### src/rtl/matrix_store_manager_if.sv
// matrix_store_manager_if: allocation, lookup and BRAM write signals of the matrix store manager
interface matrix_store_manager_if #(parameter int DATA_W = 32);
   logic              en_input;
   logic              dims_valid;
   logic [2:0]        dim_m;
   logic [2:0]        dim_n;
   logic              rx_done;
   logic [7:0]        base_addr;
   logic              addr_ready;
   logic [2:0]        alloc_slot;
   logic              alloc_overwrite;
   logic              in_we;
   logic [7:0]        in_addr;
   logic [DATA_W-1:0] in_data;
   logic              res_we;
   logic [7:0]        res_addr;
   logic [DATA_W-1:0] res_data;
   logic              res_ready;
   logic              mem_we;
   logic [7:0]        mem_addr;
   logic [DATA_W-1:0] mem_data;
   logic              qry_valid;
   logic [2:0]        qry_slot;
   logic              qry_hit;
   logic [2:0]        qry_m;
   logic [2:0]        qry_n;
   logic [7:0]        qry_base;
   logic [7:0]        slot_valid_mask;
   logic              clr_all;
   modport slave (
      input  en_input, dims_valid, dim_m, dim_n, rx_done, in_we, in_addr, in_data,
             res_we, res_addr, res_data, qry_valid, qry_slot, clr_all,
      output base_addr, addr_ready, alloc_slot, alloc_overwrite, res_ready,
             mem_we, mem_addr, mem_data, qry_hit, qry_m, qry_n, qry_base, slot_valid_mask
   );
   modport master (
      output en_input, dims_valid, dim_m, dim_n, rx_done, in_we, in_addr, in_data,
             res_we, res_addr, res_data, qry_valid, qry_slot, clr_all,
      input  base_addr, addr_ready, alloc_slot, alloc_overwrite, res_ready,
             mem_we, mem_addr, mem_data, qry_hit, qry_m, qry_n, qry_base, slot_valid_mask
   );
endinterface

### src/rtl/matrix_store_manager.sv
// matrix_store_manager: slot allocator, metadata table and BRAM write arbiter for the matrix store
module matrix_store_manager #(
   parameter int NUM_SLOTS   = 8,
   parameter int SLOT_WORDS  = 32,
   parameter int MAX_PER_DIM = 2,
   parameter int DATA_W      = 32
) (
   input logic                  clk,
   input logic                  rst_n,
   matrix_store_manager_if.slave bus_if
);
   localparam int SW = $clog2(NUM_SLOTS);
   localparam int OW = $clog2(SLOT_WORDS);
   typedef logic [SW-1:0] slot_t;
   typedef enum logic [1:0] {IDLE, SCAN, GRANT, FILL} state_e;
   state_e                        state_q, state_d;
   logic [2:0]                    m_q, m_d, n_q, n_d;
   slot_t                         victim_q, victim_d;
   logic                          ovw_q, ovw_d, dv_q, commit, clr_vic;
   logic [NUM_SLOTS-1:0]          valid_q, valid_d;
   logic [NUM_SLOTS-1:0][2:0]     tm_q, tm_d, tn_q, tn_d, age_q, age_d;
   int                            cnt;
   logic                          same_found, free_found, vic_ovw;
   slot_t                         same_idx, free_idx, old_idx, vic;
   logic [2:0]                    same_age, old_age;
   logic                          mem_we_q, qry_hit_q;
   logic [7:0]                    mem_addr_q, qry_base_q;
   logic [DATA_W-1:0]             mem_data_q;
   logic [2:0]                    qry_m_q, qry_n_q;
   // victim choice: full same-dim group first, then lowest free slot, then oldest overall
   always_comb begin
      cnt = 0;
      same_found = 1'b0;
      same_idx = '0;
      same_age = '0;
      free_found = 1'b0;
      free_idx = '0;
      old_idx = '0;
      old_age = '0;
      for (int i = NUM_SLOTS - 1; i >= 0; i--)
         if (!valid_q[i]) begin
            free_found = 1'b1;
            free_idx = slot_t'(i);
         end
      for (int i = 0; i < NUM_SLOTS; i++) begin
         if (valid_q[i] && tm_q[i] == m_q && tn_q[i] == n_q) begin
            cnt++;
            if (!same_found || age_q[i] > same_age) begin
               same_found = 1'b1;
               same_idx = slot_t'(i);
               same_age = age_q[i];
            end
         end
         if (age_q[i] > old_age) begin
            old_idx = slot_t'(i);
            old_age = age_q[i];
         end
      end
      vic = (cnt >= MAX_PER_DIM) ? same_idx : free_found ? free_idx : old_idx;
      vic_ovw = (cnt >= MAX_PER_DIM) || !free_found;
   end
   // allocation FSM next state; the pending slot is victim_q with dims m_q/n_q
   always_comb begin
      state_d = state_q;
      m_d = m_q;
      n_d = n_q;
      victim_d = victim_q;
      ovw_d = ovw_q;
      commit = 1'b0;
      clr_vic = 1'b0;
      case (state_q)
         IDLE:
            if (bus_if.dims_valid && bus_if.en_input) begin
               m_d = bus_if.dim_m;
               n_d = bus_if.dim_n;
               state_d = SCAN;
            end
         SCAN: begin
            victim_d = bus_if.en_input ? vic : victim_q;
            ovw_d = bus_if.en_input ? vic_ovw : ovw_q;
            state_d = bus_if.en_input ? GRANT : IDLE;
         end
         GRANT: begin
            clr_vic = 1'b1;
            state_d = bus_if.en_input ? FILL : IDLE;
         end
         default:
            if (!bus_if.en_input) state_d = IDLE;
            else if (bus_if.dims_valid && !dv_q) begin
               commit = 1'b1;
               m_d = bus_if.dim_m;
               n_d = bus_if.dim_n;
               state_d = SCAN;
            end else if (bus_if.rx_done) begin
               commit = 1'b1;
               state_d = IDLE;
            end
      endcase
      if (bus_if.clr_all) state_d = IDLE;
   end
   // metadata table next state; clr_all overrides a same-cycle commit
   always_comb begin
      valid_d = valid_q;
      tm_d = tm_q;
      tn_d = tn_q;
      age_d = age_q;
      if (clr_vic) valid_d[victim_q] = 1'b0;
      if (commit) begin
         for (int i = 0; i < NUM_SLOTS; i++)
            if (valid_q[i]) age_d[i] = (&age_q[i]) ? age_q[i] : age_q[i] + 3'd1;
         valid_d[victim_q] = 1'b1;
         tm_d[victim_q] = m_q;
         tn_d[victim_q] = n_q;
         age_d[victim_q] = '0;
      end
      if (bus_if.clr_all) begin
         valid_d = '0;
         age_d = '0;
      end
   end
   // FSM and table registers
   always_ff @(posedge clk or negedge rst_n) begin
      if (!rst_n) begin
         state_q <= IDLE;
         m_q <= '0;
         n_q <= '0;
         victim_q <= '0;
         ovw_q <= 1'b0;
         dv_q <= 1'b0;
         valid_q <= '0;
         tm_q <= '0;
         tn_q <= '0;
         age_q <= '0;
      end else begin
         state_q <= state_d;
         m_q <= m_d;
         n_q <= n_d;
         victim_q <= victim_d;
         ovw_q <= ovw_d;
         dv_q <= bus_if.dims_valid;
         valid_q <= valid_d;
         tm_q <= tm_d;
         tn_q <= tn_d;
         age_q <= age_d;
      end
   end
   // registered write port and lookup results; input writes always win
   always_ff @(posedge clk or negedge rst_n) begin
      if (!rst_n) begin
         mem_we_q <= 1'b0;
         mem_addr_q <= '0;
         mem_data_q <= '0;
         qry_hit_q <= 1'b0;
         qry_m_q <= '0;
         qry_n_q <= '0;
         qry_base_q <= '0;
      end else begin
         mem_we_q <= bus_if.in_we || bus_if.res_we;
         mem_addr_q <= bus_if.in_we ? bus_if.in_addr : bus_if.res_addr;
         mem_data_q <= bus_if.in_we ? bus_if.in_data : bus_if.res_data;
         if (bus_if.qry_valid) begin
            qry_hit_q <= valid_q[bus_if.qry_slot];
            qry_m_q <= tm_q[bus_if.qry_slot];
            qry_n_q <= tn_q[bus_if.qry_slot];
            qry_base_q <= {bus_if.qry_slot, {OW{1'b0}}};
         end
      end
   end
   assign bus_if.addr_ready = state_q == GRANT;
   assign bus_if.base_addr = {victim_q, {OW{1'b0}}};
   assign bus_if.alloc_slot = victim_q;
   assign bus_if.alloc_overwrite = ovw_q;
   assign bus_if.res_ready = bus_if.res_we && !bus_if.in_we;
   assign bus_if.mem_we = mem_we_q;
   assign bus_if.mem_addr = mem_addr_q;
   assign bus_if.mem_data = mem_data_q;
   assign bus_if.qry_hit = qry_hit_q;
   assign bus_if.qry_m = qry_m_q;
   assign bus_if.qry_n = qry_n_q;
   assign bus_if.qry_base = qry_base_q;
   assign bus_if.slot_valid_mask = valid_q;
endmodule

### src/flat_wrapper.sv
// flat-port wrapper written by rule: the top's interface ports become plain ports
module matrix_store_manager_flat 
#(
   parameter int NUM_SLOTS   = 8,
   parameter int SLOT_WORDS  = 32,
   parameter int MAX_PER_DIM = 2,
   parameter int DATA_W      = 32
)
  (clk, rst_n, bus_if_en_input, bus_if_dims_valid, bus_if_dim_m, bus_if_dim_n, bus_if_rx_done, bus_if_in_we, bus_if_in_addr, bus_if_in_data, bus_if_res_we, bus_if_res_addr, bus_if_res_data, bus_if_qry_valid, bus_if_qry_slot, bus_if_clr_all, bus_if_base_addr, bus_if_addr_ready, bus_if_alloc_slot, bus_if_alloc_overwrite, bus_if_res_ready, bus_if_mem_we, bus_if_mem_addr, bus_if_mem_data, bus_if_qry_hit, bus_if_qry_m, bus_if_qry_n, bus_if_qry_base, bus_if_slot_valid_mask);
  matrix_store_manager_if #(.DATA_W(DATA_W)) bus_if_i ();
  input logic clk;
  input logic rst_n;
  input wire logic [$bits(bus_if_i.en_input)-1:0] bus_if_en_input;
  input wire logic [$bits(bus_if_i.dims_valid)-1:0] bus_if_dims_valid;
  input wire logic [$bits(bus_if_i.dim_m)-1:0] bus_if_dim_m;
  input wire logic [$bits(bus_if_i.dim_n)-1:0] bus_if_dim_n;
  input wire logic [$bits(bus_if_i.rx_done)-1:0] bus_if_rx_done;
  input wire logic [$bits(bus_if_i.in_we)-1:0] bus_if_in_we;
  input wire logic [$bits(bus_if_i.in_addr)-1:0] bus_if_in_addr;
  input wire logic [$bits(bus_if_i.in_data)-1:0] bus_if_in_data;
  input wire logic [$bits(bus_if_i.res_we)-1:0] bus_if_res_we;
  input wire logic [$bits(bus_if_i.res_addr)-1:0] bus_if_res_addr;
  input wire logic [$bits(bus_if_i.res_data)-1:0] bus_if_res_data;
  input wire logic [$bits(bus_if_i.qry_valid)-1:0] bus_if_qry_valid;
  input wire logic [$bits(bus_if_i.qry_slot)-1:0] bus_if_qry_slot;
  input wire logic [$bits(bus_if_i.clr_all)-1:0] bus_if_clr_all;
  output wire logic [$bits(bus_if_i.base_addr)-1:0] bus_if_base_addr;
  output wire logic [$bits(bus_if_i.addr_ready)-1:0] bus_if_addr_ready;
  output wire logic [$bits(bus_if_i.alloc_slot)-1:0] bus_if_alloc_slot;
  output wire logic [$bits(bus_if_i.alloc_overwrite)-1:0] bus_if_alloc_overwrite;
  output wire logic [$bits(bus_if_i.res_ready)-1:0] bus_if_res_ready;
  output wire logic [$bits(bus_if_i.mem_we)-1:0] bus_if_mem_we;
  output wire logic [$bits(bus_if_i.mem_addr)-1:0] bus_if_mem_addr;
  output wire logic [$bits(bus_if_i.mem_data)-1:0] bus_if_mem_data;
  output wire logic [$bits(bus_if_i.qry_hit)-1:0] bus_if_qry_hit;
  output wire logic [$bits(bus_if_i.qry_m)-1:0] bus_if_qry_m;
  output wire logic [$bits(bus_if_i.qry_n)-1:0] bus_if_qry_n;
  output wire logic [$bits(bus_if_i.qry_base)-1:0] bus_if_qry_base;
  output wire logic [$bits(bus_if_i.slot_valid_mask)-1:0] bus_if_slot_valid_mask;
  assign bus_if_i.en_input = bus_if_en_input;
  assign bus_if_i.dims_valid = bus_if_dims_valid;
  assign bus_if_i.dim_m = bus_if_dim_m;
  assign bus_if_i.dim_n = bus_if_dim_n;
  assign bus_if_i.rx_done = bus_if_rx_done;
  assign bus_if_i.in_we = bus_if_in_we;
  assign bus_if_i.in_addr = bus_if_in_addr;
  assign bus_if_i.in_data = bus_if_in_data;
  assign bus_if_i.res_we = bus_if_res_we;
  assign bus_if_i.res_addr = bus_if_res_addr;
  assign bus_if_i.res_data = bus_if_res_data;
  assign bus_if_i.qry_valid = bus_if_qry_valid;
  assign bus_if_i.qry_slot = bus_if_qry_slot;
  assign bus_if_i.clr_all = bus_if_clr_all;
  assign bus_if_base_addr = bus_if_i.base_addr;
  assign bus_if_addr_ready = bus_if_i.addr_ready;
  assign bus_if_alloc_slot = bus_if_i.alloc_slot;
  assign bus_if_alloc_overwrite = bus_if_i.alloc_overwrite;
  assign bus_if_res_ready = bus_if_i.res_ready;
  assign bus_if_mem_we = bus_if_i.mem_we;
  assign bus_if_mem_addr = bus_if_i.mem_addr;
  assign bus_if_mem_data = bus_if_i.mem_data;
  assign bus_if_qry_hit = bus_if_i.qry_hit;
  assign bus_if_qry_m = bus_if_i.qry_m;
  assign bus_if_qry_n = bus_if_i.qry_n;
  assign bus_if_qry_base = bus_if_i.qry_base;
  assign bus_if_slot_valid_mask = bus_if_i.slot_valid_mask;
  matrix_store_manager #(.NUM_SLOTS(NUM_SLOTS), .SLOT_WORDS(SLOT_WORDS), .MAX_PER_DIM(MAX_PER_DIM), .DATA_W(DATA_W)) u_core (.clk(clk), .rst_n(rst_n), .bus_if(bus_if_i));
endmodule
### config.mk
export PLATFORM = sky130hd
export DESIGN_NAME = matrix_store_manager_flat
export DESIGN_NICKNAME = d
export VERILOG_FILES = /design/src/rtl/matrix_store_manager_if.sv /design/src/rtl/matrix_store_manager.sv /design/src/flat_wrapper.sv
export SDC_FILE = /design/constraint.sdc
export NUM_CORES = 1
export LEC_CHECK = 0
export CORE_MARGIN = 1
export CORE_UTILIZATION = 55
export CTS_BUF_LIST = sky130_fd_sc_hd__clkbuf_8
export DETAILED_ROUTE_END_ITERATION = 8
export GPL_TIMING_DRIVEN = 0
export PLACE_DENSITY = 0.95
export REMOVE_ABC_BUFFERS = 1
export SETUP_SLACK_MARGIN = 0.15
export SLEW_MARGIN = 40
export SYNTH_ARGS = -nofsm -noshare
export SYNTH_HDL_FRONTEND = slang
export SYNTH_SLANG_ARGS = --single-unit
### constraint.sdc
create_clock -name clk -period 20.6 [get_ports clk]
set_input_delay 2.06 -clock clk [delete_from_list [all_inputs] [get_ports clk]]
set_output_delay 2.06 -clock clk [all_outputs]
set_load 0.05 [all_outputs]
==> impl_results.md <==
- Nets: 1195
- Via count: 7624
- WP data arrival: 12.30 ns
- Worst Setup Start Kind: register
- Outcome: complete, no violations
- Pre-antenna DRT Iters: 5
- WP data required: 20.95 ns
- Unique masters post-synth: 65
- Max-slew violation count: 0
- DRC viols: 0
- Placed Cells incl. Taps: 1236
- Post-Syn Area: 9251 um^2
- Final Hold Fails: 0
- RSZ-0062 raised after global routing: no
- Die height: 131.7 um
- Hold Path Class: register to register
- Worst-case clock skew: 0.01601 ns
- WL final: 25610 um
- Overflow left after global routing: 0
- Synth-to-Final Area Change: 23.80%
- Chip width: 131.7 um
- Metal3 WL: 2553 um
- Via density: 5.994
- Initial core utilization: 0.5599
- Post-Syn Instances: 892
- P_leak: 5.019 nW
- CP Capture Type: register
- Synth async-reset ratio: 1.000
- Fill count: 1108
- Flop and latch count out of synthesis: 144
- Cell family with most CP delay: compound AO/OA/AOI/OAI gates
- WHS: 0.5150 ns
- Setup Buffers After CTS: 0
- Average size of a mapped cell: 10.37 um^2
- Largest net degree at the start of global routing: 65
- Critical path buffers and inverters: 3
- DPL Wire Length: 19040 um
- YS warnings: 0
- Maxcap violations: 0
- Final setup vio count: 0
- Relative slew margins: 0.4259
- CTS Root Cell: clkbuf_8
- Slowest CP cell: dfrtp_1
- Core area: 16520 um^2
- Total negative slack: 0 ns
- Full die area: 17340 um^2
- Most frequent cells in the layout: 161 x clkdlybuf4s50_1, 144 x dfrtp_1, 98 x nand2_1, 93 x mux2_2, 62 x ha_1
- Post-layout min period: 11.95 ns
- Fmax: 83.72 MHz
- Initial antenna violation count: 4
- Post-place setup slack: 8.997 ns
- ANT nets after route: 0
- Bufs on Longest Clock Path: 2
- 1st-iter DRT viols: 755
- Port Buffers: 165
- Clk slew on worst S/H paths: 0.10 ns
- Max VDD drop: 0.05632 mV
- Layout cells sized above 1: 0.1660
- Max stage delay on crit path: 0.80 ns
- CTS Hold Bufs: 0
- Most common cell after layout, fill and taps aside: clkdlybuf4s50_1
- GP Congestion: 0.8885
- Sequential element share of the synthesized area: 0.3895
- Routed len/inst: 20.13 um
- IO Pins: 176
- CTS resizes: 0
- Worst-path fanout max: 17
- Worst slew pin tran: 0.8580 ns
- CTS tree: built
- Met2 wire length: 12960 um
- Clk sinks: 144
- Final WS setup: 8.655 ns
- First-pass GRT wire length: 40210 um
- Number of CTS-inserted buffers: 17
- Crit Path Category: register to register
- Clk_lat worst skew: 0.47 ns
- Post-synth top flop: dfrtp_1
- CTS H-tree depth: 4
- Post-synth EDFFs: 0
- Highest Signal Layer: met4
- Num rows: 47
- PnR Total Power: 0.0007662 W
- Total GRT Usage: 0.3015
- Non-Filler Instances: 1272
- Crit share post-route: 0.5799
- Pwr/cell area: 66.90 nW/um^2
- Vias in the first global route: 7903
- M1 WL: 9179 um
[area by class of cell]
type / count / area, um^2 / share of cell area
Multi-Input combinational cell: 654 / 5263 / 0.4595
Clock inverter: 13 / 127.6 / 0.01114
Clock buffer: 19 / 261.5 / 0.02283
Sequential cell: 144 / 3603 / 0.3146
Timing Repair Buffer: 169 / 1729 / 0.1510
Tap cell: 220 / 275.3 / 0.02403
Antenna cell: 4 / 10.01 / 0.0008739
Inverter: 49 / 183.9 / 0.01606
[metal layers]
metal / global-route usage / up-vias
met3: 0.08565 / 80
met4: 0.1473 / 0
met1: 0.3473 / 3715
met5: 0 / -
met2: 0.5138 / 408
li1: - / 3421
[logic make-up (layout without fill, tap and decap cells)]
family,count (synthesis),in the layout,share of synthesized area
AO/OA/AOI/OAI,119,119,0.08399
XOR/XNOR,66,66,0.06708
adder cells (fa/ha/maj),62,62,0.08385
buffers and inverters,103,250,0.05234
flip-flops,144,144,0.3895
multiplexers,142,142,0.1884
other,1,14,0.0004053
AND/OR/NAND/NOR,255,255,0.1344
[report_power, final]
| group | switching, W | total (W) | internal, W |
|---|---|---|---|
| logic | 0.000113 | 0.000197 | 0.0000838 |
| registers | 0.0000441 | 0.000344 | 0.000300 |
| clock network | 0.000121 | 0.000225 | 0.000104 |
| total | 0.000279 | 0.000766 | 0.000488 |
[worst paths after layout]
path | startpoint | to | slack, ns | depth (start not counted)
setup / recovery | u_core.n_q[0] | u_core.bus_if.alloc_slot[1] | 8.65 | 52
hold / removal | u_core.bus_if.qry_base[6] | u_core.bus_if.qry_base[6] | 0.51 | 1
setup reg to reg | u_core.n_q[0] | u_core.bus_if.alloc_slot[1] | 8.65 | 52
hold reg to reg | u_core.bus_if.qry_base[6] | u_core.bus_if.qry_base[6] | 0.51 | 1
max in group asynchronous | rst_n | u_core.tn_q[11] | 18.56 | 2
min in group asynchronous | rst_n | u_core.age_q[16] | 1.44 | 1
[per-stage QoR]
step           cell area, um^2  utilization
2_1_floorplan             8985            -
3_3_place_gp             10910       0.6603
3_5_place_dp             11030       0.6673
4_1_cts                  11420       0.6908
5_1_grt                  11450       0.6931
6_report                 11450       0.6931
[cells in the mapped netlist (3+ instances only)]
| cell type | instances | area share |
|---|---|---|
| o21ai_0 | 23 | 0.012 |
| and3_1 | 5 | 0.0034 |
| inv_1 | 48 | 0.019 |
| or2_2 | 4 | 0.0027 |
| and2_1 | 8 | 0.0054 |
| a21o_1 | 9 | 0.0073 |
| buf_4 | 18 | 0.015 |
| nand2b_1 | 10 | 0.0068 |
| or3_1 | 3 | 0.0020 |
| xor2_1 | 19 | 0.018 |
| dfrtp_1 | 144 | 0.39 |
| nor4_1 | 4 | 0.0027 |
| mux4_2 | 14 | 0.034 |
| mux2i_1 | 29 | 0.031 |
| mux2_4 | 6 | 0.0097 |
| nor2b_1 | 12 | 0.0081 |
| mux2_2 | 93 | 0.11 |
| nand4_1 | 10 | 0.0068 |
| o21ai_1 | 5 | 0.0027 |
| clkbuf_1 | 30 | 0.012 |
| xnor2_1 | 44 | 0.042 |
| buf_6 | 4 | 0.0049 |
| nor3_1 | 31 | 0.017 |
| nand2_1 | 98 | 0.040 |
| a31oi_1 | 17 | 0.011 |
| nand3_1 | 21 | 0.011 |
| a211oi_1 | 3 | 0.0024 |
| ha_1 | 62 | 0.084 |
| a21oi_1 | 34 | 0.018 |
| o21bai_1 | 3 | 0.0024 |
| nor2_1 | 37 | 0.015 |
[worst register-to-register path, delay by kind of cell, from the launching register on]
kind | cells | cell delay, ns
fa+ha+maj | 7 | 2.09
xor+xnor | 1 | 0.19
mux | 5 | 1.74
simple gates | 7 | 1.55
compound gates | 29 | 5.28
buf+inv | 3 | 0.19
flops | 1 | 0.80
[registers in the layout, summed over array words and instances (netlist names), 8 cells and up]
name / cells
u_core.age_q: 24
u_core.bus_if.mem_addr: 8
u_core.bus_if.mem_data: 32
u_core.bus_if.slot_valid_mask: 8
u_core.tm_q: 24
u_core.tn_q: 24
Power figures use the tool's default switching activity.
